$ cat src/rtl/alu_pkg.sv
// Shared types for the ALU family: operation encodings and the status-flag vector.
package alu_pkg;

  localparam int FLAG_W = 4;

  typedef enum logic [2:0] {
    ALU_ADD = 3'd0,
    ALU_SUB = 3'd1,
    ALU_SLL = 3'd2,
    ALU_SRA = 3'd3,
    ALU_AND = 3'd4,
    ALU_OR  = 3'd5,
    ALU_XOR = 3'd6,
    ALU_EQ  = 3'd7
  } alu_mode_e;

  typedef struct packed {
    logic v;
    logic n;
    logic c;
    logic z;
  } alu_flags_t;

endpackage

$ cat src/rtl/alu_core.sv
// Combinational ALU datapath: result plus {V,N,C,Z} flags for one operand pair.
module alu_core
  import alu_pkg::*;
#(
  parameter int WIDTH = 8
) (
  input  logic [WIDTH-1:0] a_i,
  input  logic [WIDTH-1:0] b_i,
  input  alu_mode_e        mode_i,
  output logic [WIDTH-1:0] result_o,
  output alu_flags_t       flags_o
);

  localparam int SHW = $clog2(WIDTH);

  function automatic logic add_ovf(input logic a_msb, input logic b_msb, input logic r_msb);
    return (a_msb == b_msb) && (r_msb != a_msb);
  endfunction

  function automatic logic sub_ovf(input logic a_msb, input logic b_msb, input logic r_msb);
    return (a_msb != b_msb) && (r_msb != a_msb);
  endfunction

  logic [SHW-1:0]          sh;
  logic [WIDTH:0]          add_ext;
  logic [WIDTH:0]          sub_ext;
  logic [WIDTH:0]          sll_ext;
  logic signed [WIDTH:0]   sra_ext;
  logic [WIDTH-1:0]        res;
  logic                    c_flag;
  logic                    v_flag;

  assign sh      = b_i[SHW-1:0];
  assign add_ext = {1'b0, a_i} + {1'b0, b_i};
  assign sub_ext = {1'b0, a_i} - {1'b0, b_i};
  // One guard bit on each shifter catches the last bit shifted out; it stays 0 for sh=0.
  assign sll_ext = {1'b0, a_i} << sh;
  assign sra_ext = $signed({a_i, 1'b0}) >>> sh;

  always_comb begin
    res    = '0;
    c_flag = 1'b0;
    v_flag = 1'b0;
    unique case (mode_i)
      ALU_ADD: begin
        res    = add_ext[WIDTH-1:0];
        c_flag = add_ext[WIDTH];
        v_flag = add_ovf(a_i[WIDTH-1], b_i[WIDTH-1], add_ext[WIDTH-1]);
      end
      ALU_SUB: begin
        res    = sub_ext[WIDTH-1:0];
        c_flag = sub_ext[WIDTH];
        v_flag = sub_ovf(a_i[WIDTH-1], b_i[WIDTH-1], sub_ext[WIDTH-1]);
      end
      ALU_SLL: begin
        res    = sll_ext[WIDTH-1:0];
        c_flag = sll_ext[WIDTH];
      end
      ALU_SRA: begin
        res    = sra_ext[WIDTH:1];
        c_flag = sra_ext[0];
      end
      ALU_AND: res = a_i & b_i;
      ALU_OR:  res = a_i | b_i;
      ALU_XOR: res = a_i ^ b_i;
      ALU_EQ:  res = {{(WIDTH-1){1'b0}}, (a_i == b_i)};
    endcase
  end

  assign result_o  = res;
  assign flags_o.v = v_flag;
  assign flags_o.n = res[WIDTH-1];
  assign flags_o.c = c_flag;
  assign flags_o.z = (res == '0);

endmodule

$ cat src/rtl/alu_pipe.sv
// Two-stage pipelined ALU: operand register, then result/flag register, with
// valid/ready handshakes on both sides and a combinational ready path.
module alu_pipe
  import alu_pkg::*;
#(
  parameter int WIDTH = 8
) (
  input  logic              clk,
  input  logic              reset,
  input  logic              in_valid,
  output logic              in_ready,
  input  logic [WIDTH-1:0]  in_a,
  input  logic [WIDTH-1:0]  in_b,
  input  logic [2:0]        in_mode,
  output logic              out_valid,
  input  logic              out_ready,
  output logic [WIDTH-1:0]  out_data,
  output logic [FLAG_W-1:0] out_flags
);

  logic             vld_p1_q, vld_p1_d;
  logic [WIDTH-1:0] a_p1_q, a_p1_d;
  logic [WIDTH-1:0] b_p1_q, b_p1_d;
  alu_mode_e        mode_p1_q, mode_p1_d;

  logic             vld_p2_q, vld_p2_d;
  logic [WIDTH-1:0] res_p2_q, res_p2_d;
  alu_flags_t       flags_p2_q, flags_p2_d;

  logic             s2_load;
  logic             in_fire;
  logic [WIDTH-1:0] core_res;
  alu_flags_t       core_flags;

  assign s2_load  = vld_p1_q && (!vld_p2_q || out_ready);
  assign in_ready = !vld_p1_q || s2_load;
  assign in_fire  = in_valid && in_ready;

  alu_core #(.WIDTH(WIDTH)) u_core (
    .a_i      (a_p1_q),
    .b_i      (b_p1_q),
    .mode_i   (mode_p1_q),
    .result_o (core_res),
    .flags_o  (core_flags)
  );

  always_comb begin
    vld_p1_d   = vld_p1_q;
    a_p1_d     = a_p1_q;
    b_p1_d     = b_p1_q;
    mode_p1_d  = mode_p1_q;
    vld_p2_d   = vld_p2_q;
    res_p2_d   = res_p2_q;
    flags_p2_d = flags_p2_q;

    if (in_fire) begin
      vld_p1_d  = 1'b1;
      a_p1_d    = in_a;
      b_p1_d    = in_b;
      mode_p1_d = alu_mode_e'(in_mode);
    end else if (s2_load) begin
      vld_p1_d  = 1'b0;
    end

    if (s2_load) begin
      vld_p2_d   = 1'b1;
      res_p2_d   = core_res;
      flags_p2_d = core_flags;
    end else if (out_ready) begin
      vld_p2_d   = 1'b0;
    end
  end

  // Stage 1: operand capture (data registers need no reset, valid does).
  always_ff @(posedge clk) begin
    if (reset) vld_p1_q <= 1'b0;
    else       vld_p1_q <= vld_p1_d;
    a_p1_q    <= a_p1_d;
    b_p1_q    <= b_p1_d;
    mode_p1_q <= mode_p1_d;
  end

  // Stage 2: result/flags; cleared on reset so the output bus reads zero.
  always_ff @(posedge clk) begin
    if (reset) begin
      vld_p2_q   <= 1'b0;
      res_p2_q   <= '0;
      flags_p2_q <= '0;
    end else begin
      vld_p2_q   <= vld_p2_d;
      res_p2_q   <= res_p2_d;
      flags_p2_q <= flags_p2_d;
    end
  end

  assign out_valid = vld_p2_q;
  assign out_data  = res_p2_q;
  assign out_flags = flags_p2_q;

endmodule

$ cat config.mk
export PLATFORM = sky130hd
export DESIGN_NAME = alu_pipe
export DESIGN_NICKNAME = d
export VERILOG_FILES = /design/src/rtl/alu_pkg.sv /design/src/rtl/alu_core.sv /design/src/rtl/alu_pipe.sv
export SDC_FILE = /design/constraint.sdc
export NUM_CORES = 1
export LEC_CHECK = 0
export BUFFER_PORTS_ARGS = -buffer_cell sky130_fd_sc_hd__buf_4
export CORE_UTILIZATION = 55
export DETAILED_ROUTE_END_ITERATION = 6
export GPL_TIMING_DRIVEN = 0
export HOLD_SLACK_MARGIN = 0.08
export PLACE_DENSITY = 0.76
export SLEW_MARGIN = 20
export SYNTH_ARGS = -nofsm -noshare
export SYNTH_HDL_FRONTEND = slang
export SYNTH_SLANG_ARGS = --single-unit
$ cat constraint.sdc
create_clock -name clk -period 3.6 [get_ports clk]
set_input_delay 0 -clock clk [delete_from_list [all_inputs] [get_ports clk]]
set_output_delay 0 -clock clk [all_outputs]
set_load 0.01 [all_outputs]
==> results.py, run 1 <==
metrics = {
    "run_status": {
        "status": "finished, final reports clean",
    },
    "critical_path": {
        "cp-end-kind": "flip-flop",
        "critPathCapture": "out_data[7]",
        "critPathRequiredTime_ns": 3.82,
        "reg2reg_slack_ns": 0.48,
        "timing.rr.end": "out_data[7]",
        "crit_start": "b_p1_q[2]",
        "cp_slowest_cell": "edfxtp_1",
        "worstPathCellList": "clkbuf_1 > inv_1 > ha_1 > nor3_1 > nand2_1 > a211o_1 > and4bb_1 > nor4_1 > nand2_1 > a21oi_1",
        "reg2regPathDepth": 10,
        "cp_max_fo": 10,
        "path_class": "flip-flop to flip-flop",
        "reg2reg_from": "b_p1_q[2]",
        "cp_data_arrival_time_ns": 3.34,
        "cp-start-kind": "flip-flop",
        "crit_top_cell": "nand2_1",
        "slowest_delay_ns": 0.51,
    },
    "die": {
        "dieArea_um2": 5490,
        "core_region_area_um2": 4850,
        "fp.dieH_um": 74.1,
        "die_w_um": 74.1,
        "std_cell_rows": 25,
        "ios": 37,
        "start_util_pct": 58.9,
    },
    "route": {
        "drt_pass1_iterations": 7,
        "detail-route-antenna-nets": 0,
        "wl_um": 7850,
        "num_vias": 2779,
        "detail_route.vias_per_cell": 6.07,
        "drc_errors": 0,
        "dr.max_layer_used": "met4",
        "wl_per_cell_um": 17.1,
        "route.met2.wl_um": 3900,
        "dr_wl_met3_um": 545,
        "drt_iter0_drc": 228,
        "met1_length_um": 3240,
    },
    "timing": {
        "hold_viol": 0,
        "period_needed_ns": 3.12,
        "fmax_mhz": 320,
        "period_share_pct": 86.7,
        "skew_ns": 0.0131,
        "finalSetupViolCount": 0,
        "max_slew.worst_pin.slew_ns": 0.931,
        "whs_ns": 0.426,
        "tns_ns": 0,
        "timing.final.ws_setup_ns": 0.479,
        "drv_slew": 0,
        "rsz0062_at_grt": "no",
        "max_slew_margin_pct": 38.0,
    },
    "global_route": {
        "grt.overflow.total": 0,
        "grt_pass1_vias": 2591,
        "antenna_found_initial": 0,
        "gr-usage-all-layers_pct": 30.8,
        "grt_start_max_net_pins": 20,
        "grt_pass1_wl_um": 12700,
    },
    "clock_tree": {
        "cts-root-buf": "clkbuf_8",
        "cts_made_buffers": 5,
        "hold_buffers": 22,
        "cts_sinks": 32,
        "cts_resized": 0,
        "clk_path_buf_depth": 2,
        "clkTransAtPathRegs_ns": 0.08,
        "post_cts_buffers": 0,
        "htree_num_levels": 2,
        "cts_tree": "done",
        "worstSkewPairLatency_ns": 0.29,
    },
    "pwr": {
        "combPwrFrac_pct": 30.1,
        "p_leak_nw": 1.49,
        "power.switching_mw": 0.351,
        "p_int_mw": 0.771,
        "pwr-share-clk_pct": 31.1,
        "power_frac_seq_pct": 38.8,
        "p_per_area_nw_per_um2": 317,
        "vdd_ir_drop_max_uv": 221,
        "p_sw_share_pct": 31.3,
    },
    "logic_synthesis": {
        "synth_top_area_share_pct": 20.0,
        "yosysWarnings": 0,
        "synth_area_leader_cell": "edfxtp_1",
        "yosysUniqueCellTypes": 53,
        "synthTopCellsByArea": "edfxtp_1, ha_1, dfxtp_1",
        "syn_inst": 325,
        "syn_nets": 375,
        "syn_avg_cell_area_um2": 8.79,
        "ys_seq_area_share_pct": 29.1,
        "ys.flop_type": "edfxtp_1",
        "synth_area_um2": 2860,
        "synth-seq-cells": 32,
        "synth_edf_count": 19,
        "synthArstFlopShare_pct": 0,
    },
    "placed_design": {
        "place_congestion": 1.01,
        "place_area_um2": 3210,
        "place_ws_ns": 0.505,
        "port_buffers": 36,
        "hpwl_um": 5840,
    },
    "final_layout": {
        "final_layout_size_suffix_gt1_share_pct": 17.9,
        "design_area_um2": 3540,
        "antennaDiodeCount": 0,
        "synthToLayoutAreaGrowth_pct": 24.0,
        "final_util_pct": 73.1,
        "final_nets": 440,
    },
    "run": {
        "max-cap-violations": 0,
    },
    "min_path": {
        "holdPathStages": 2,
        "hold_class": "primary input to flip-flop",
    },
}
registers in the layout, indices dropped and copies added, names as in the netlist:
name,flops
out_valid,1
vld_p1_q,1
a_p1_q,8
out_data,8
mode_p1_q,3
out_flags,3
b_p1_q,8
critical path, delay by kind of cell (launching register included):
family          cells  cell delay, ns
flops               1            0.51
buf+inv             2            0.57
fa+ha+maj           1            0.43
simple gates        5            1.07
compound gates      2            0.47
logic make-up after synthesis:
kind of cell    after synthesis  synth area share, %
simple gates                103                 18.1
xor+xnor                      6                 1.84
buf+inv                      48                 7.05
fa+ha+maj                    27                 12.4
mux                          21                 11.3
compound gates               88                 20.2
flops                        32                 29.1
power groups by stage:
stage	sequential, mW	clock (mW)	combinational [mW]
after floorplan	0.439	0	0.217
after global placement	0.441	0	0.306
after detailed placement	0.442	0	0.311
after CTS	0.434	0.352	0.331
after global routing	0.438	0.371	0.367
final	0.435	0.349	0.338
cells in the mapped netlist, drive strengths merged, types with 2 or more instances:
cell    number
a211oi       5
nor2        28
mux4         9
a311oi       2
a221oi       2
o31ai        3
o21ai       21
nand2b       3
a211o        4
nor3        11
xnor2        6
o22ai        4
o21bai       3
and2         3
fa           2
dfxtp       13
mux2i       12
a22oi        3
nor2b        4
or2          3
inv         28
ha          25
nand3        7
nand3b       4
buf         10
nor4         3
o211ai       2
edfxtp      19
and4bb       2
clkbuf      10
nand2       29
a21oi       25
a22o         4
metal layers:
layer | vias to the layer above | global-route usage, %
met5 | - | 0
met2 | 131 | 53.4
met3 | 18 | 4.88
met4 | 0 | 9.62
li1 | 1309 | -
met1 | 1321 | 39.4
layout by cell type, fill, tap and decap left out, drive strengths merged, types with 15 or more instances in the layout:
master	netlist	layout
a21oi	25	25
buf	10	46
clkbuf	10	15
dlygate4sd3	0	22
edfxtp	19	19
ha	25	25
inv	28	28
nand2	29	29
nor2	28	28
o21ai	21	21
metrics by stage:
stage                     total power [mW]  instances
after floorplan                      0.656        325
after global placement               0.747        428
after detailed placement             0.753        428
after CTS                             1.12        458
after global routing                  1.18        458
final                                 1.12        458
worst min path at each step:
stage	from	end
6_report	in_b[6]	b_p1_q[6]
3_5_place_dp	in_b[0]	b_p1_q[0]
3_3_place_gp	in_b[3]	b_p1_q[3]
5_1_grt	in_a[2]	a_p1_q[2]
2_1_floorplan	reset	out_data[4]
4_1_cts	in_a[2]	a_p1_q[2]
cell type report:
cell class,instances,area (um^2)
multi-input cells,245,1820
fillers,402,1310
flip-flops and latches,32,831
repair buffers,58,490
inverters,28,105
plain buffers,20,96.3
well taps,67,83.8
clock buffers,5,68.8
clock inverters,3,42.5
Note: power is estimated with default switching activity, not from simulation.
==> inputs of run 2 (changes only) <==
- ABC_AREA: default -> 1
==> run 2 against run 1 <==
Worst setup slack better by 0.64 ns. Core utilization shrank 2.5 points. Clock power decreased by 22%. Design area grew 3.6%. Worst hold slack got worse by 0.0043 ns. Die area is 5.3% higher. Sequential cell count unchanged. Critical path depth increased by 5. Largest cell class unchanged.
==> results.py, run 2 <==
metrics = {
    "run_status": {
        "status": "finished, final reports clean",
    },
    "timing": {
        "period_needed_ns": 2.48,
        "tns_ns": 0,
        "hold_viol": 0,
        "fmax_mhz": 403,
        "rsz0062_at_grt": "no",
        "skew_ns": 0.00519,
        "drv_slew": 0,
        "period_share_pct": 68.8,
        "max_slew.worst_pin.slew_ns": 0.718,
        "max_slew_margin_pct": 52.1,
        "finalSetupViolCount": 0,
    },
    "global_route": {
        "grt.overflow.total": 0,
        "antenna_found_initial": 0,
        "grt_start_max_net_pins": 20,
        "grt_pass1_vias": 3027,
        "grt_pass1_wl_um": 14100,
        "gr-usage-all-layers_pct": 30.8,
    },
    "min_path": {
        "worstHoldStart": "in_b[2]",
        "holdPathStages": 2,
        "hold_class": "primary input to flip-flop",
        "whs_endpoint": "b_p1_q[2]",
    },
    "clock_tree": {
        "htree_num_levels": 2,
        "clkTransAtPathRegs_ns": 0.07,
        "cts_tree": "done",
        "cts_sinks": 32,
        "cts_made_buffers": 5,
        "cts-root-buf": "clkbuf_8",
        "worstSkewPairLatency_ns": 0.29,
        "clk_path_buf_depth": 2,
    },
    "pwr": {
        "power_mw": 1.06,
        "p_int_mw": 0.688,
        "vdd_ir_drop_max_uv": 212,
        "combPwrFrac_pct": 33.7,
        "p_per_area_nw_per_um2": 289,
        "pwr-share-clk_pct": 25.7,
        "p_leak_nw": 1.85,
        "power.switching_mw": 0.374,
        "p_sw_share_pct": 35.2,
        "power_frac_seq_pct": 40.6,
    },
    "die": {
        "ios": 37,
        "std_cell_rows": 26,
        "core_region_area_um2": 5200,
        "die_w_um": 76.0,
        "start_util_pct": 57.9,
        "dieArea_um2": 5780,
        "fp.dieH_um": 76.0,
    },
    "logic_synthesis": {
        "syn_avg_cell_area_um2": 6.86,
        "yosysUniqueCellTypes": 40,
        "ys_top_cells_by_count": "nand2_1, nand3_1, inv_1",
        "synth_edf_count": 19,
        "synth_area_um2": 3010,
        "synthArstFlopShare_pct": 0,
        "synthTopCellsByArea": "edfxtp_1, nand2_1, nand3_1",
        "synth_top_area_share_pct": 18.9,
        "yosysWarnings": 0,
        "ys.flop_type": "edfxtp_1",
        "ys_seq_area_share_pct": 27.6,
        "synth-seq-cells": 32,
        "yosysMostFrequentCell": "nand2_1",
        "syn_inst": 439,
        "synth_area_leader_cell": "edfxtp_1",
        "syn_nets": 489,
    },
    "critical_path": {
        "cp_data_arrival_time_ns": 2.70,
        "cp-start-kind": "flip-flop",
        "reg2regPathDepth": 15,
        "cp_max_fo": 12,
        "critPathRequiredTime_ns": 3.82,
        "reg2reg_from": "b_p1_q[1]",
        "cp-end-kind": "flip-flop",
        "reg2reg_slack_ns": 1.12,
        "timing.rr.end": "out_flags[0]",
        "path_class": "flip-flop to flip-flop",
    },
    "placed_design": {
        "dp_cells": 545,
        "hpwl_um": 6420,
        "place_congestion": 0.951,
        "port_buffers": 36,
    },
    "route": {
        "wl_um": 8530,
        "wl_per_cell_um": 14.8,
        "num_vias": 3151,
        "detail_route.vias_per_cell": 5.48,
        "drt_iter0_drc": 250,
        "detail-route-antenna-nets": 0,
        "drc_errors": 0,
        "drt_pass1_iterations": 7,
    },
    "final_layout": {
        "layout_commonest_cell": "nand2_1",
        "final_nets": 554,
        "antennaDiodeCount": 0,
        "synthToLayoutAreaGrowth_pct": 21.8,
        "final_layout_size_suffix_gt1_share_pct": 17.0,
        "layoutNonFillerInstCount": 575,
        "nFillCells": 471,
        "most-common-layout-cells": "nand2_1, nand3_1, inv_1, nor2_1, buf_4",
    },
    "run": {
        "max-cap-violations": 0,
    },
}
## run 2: stage by stage
stage	util [%]	setup WS (ns)	hold WS [ns]	instance area (um^2)
final	70.5	1.12	0.422	3670
after global routing	70.5	0.975	0.428	3670
after CTS	70.5	1.17	0.423	3670
after detailed placement	64.8	1.19	0.179	3370
after floorplan	-	1.54	0.0624	3010
after global placement	64.8	1.22	0.178	3370
## run 2: power groups by stage
stage	registers [mW]	clock network [mW]	logic, mW
3_5_place_dp	0.439	0	0.330
3_3_place_gp	0.437	0	0.326
6_report	0.431	0.273	0.358
2_1_floorplan	0.437	0	0.229
5_1_grt	0.434	0.291	0.395
4_1_cts	0.430	0.273	0.350
## run 2: cells by family (layout without fill, tap and decap cells)
family	Yosys count	in the layout	synth area share, %
xor gates and xnor gates	1	1	0.291
AOI/OAI and AO/OA	52	52	10.4
and+or+nand+nor	252	252	37.7
adders and majority gates	27	27	11.7
buffers and inverters	75	141	12.3
DFF	32	32	27.6
## run 2: layer usage
| metal | share of wire (%) | GRT usage (%) | vias up |
|---|---|---|---|
| li1 | - | - | 1562 |
| met1 | 44 | 40.8 | 1430 |
| met2 | 47 | 51.0 | 131 |
| met3 | 6.4 | 4.55 | 28 |
| met4 | 2.7 | 11.7 | 0 |
| met5 | 0 | 0 | - |
## run 2: critical path, cell delays in order (launching register included)
cell	delay (ns)
edfxtp_1	0.41
buf_4	0.21
inv_4	0.07
buf_6	0.15
fa_1	0.41
inv_1	0.09
nand3_1	0.07
nand2_1	0.13
nand2_1	0.09
nand2_1	0.06
nand2_1	0.06
nand3_1	0.12
nand4_1	0.18
nor2_2	0.16
nand3_2	0.08
a21oi_2	0.13
## run 2: worst max path at each step
stage          startpoint           end  slack, ns  cells after the start
3_3_place_gp    b_p1_q[1]  out_flags[0]       1.22                     15
4_1_cts         b_p1_q[1]  out_flags[0]       1.17                     15
3_5_place_dp    b_p1_q[1]  out_flags[0]       1.19                     15
2_1_floorplan   b_p1_q[1]  out_flags[0]       1.54                     15
6_report        b_p1_q[1]  out_flags[0]       1.12                     15
5_1_grt         b_p1_q[1]  out_flags[0]       0.98                     15
## run 2: area by class of cell
type	instances	area [um^2]	area share (%)
plain buffers	16	128	3.48
well taps	70	87.6	2.39
multi-input cells	332	1810	49.4
clock buffers	7	76.3	2.08
repair buffers	58	490	13.4
clock inverters	1	3.75	0.102
inverters	59	241	6.58
flip-flops and latches	32	831	22.6
## run 2: timing repair
item | CTS | global route
buffers inserted | 0 | 0
hold buffers | 22 | 0
hold endpoints to repair | 25 | 0
resized for setup | 0 | 0
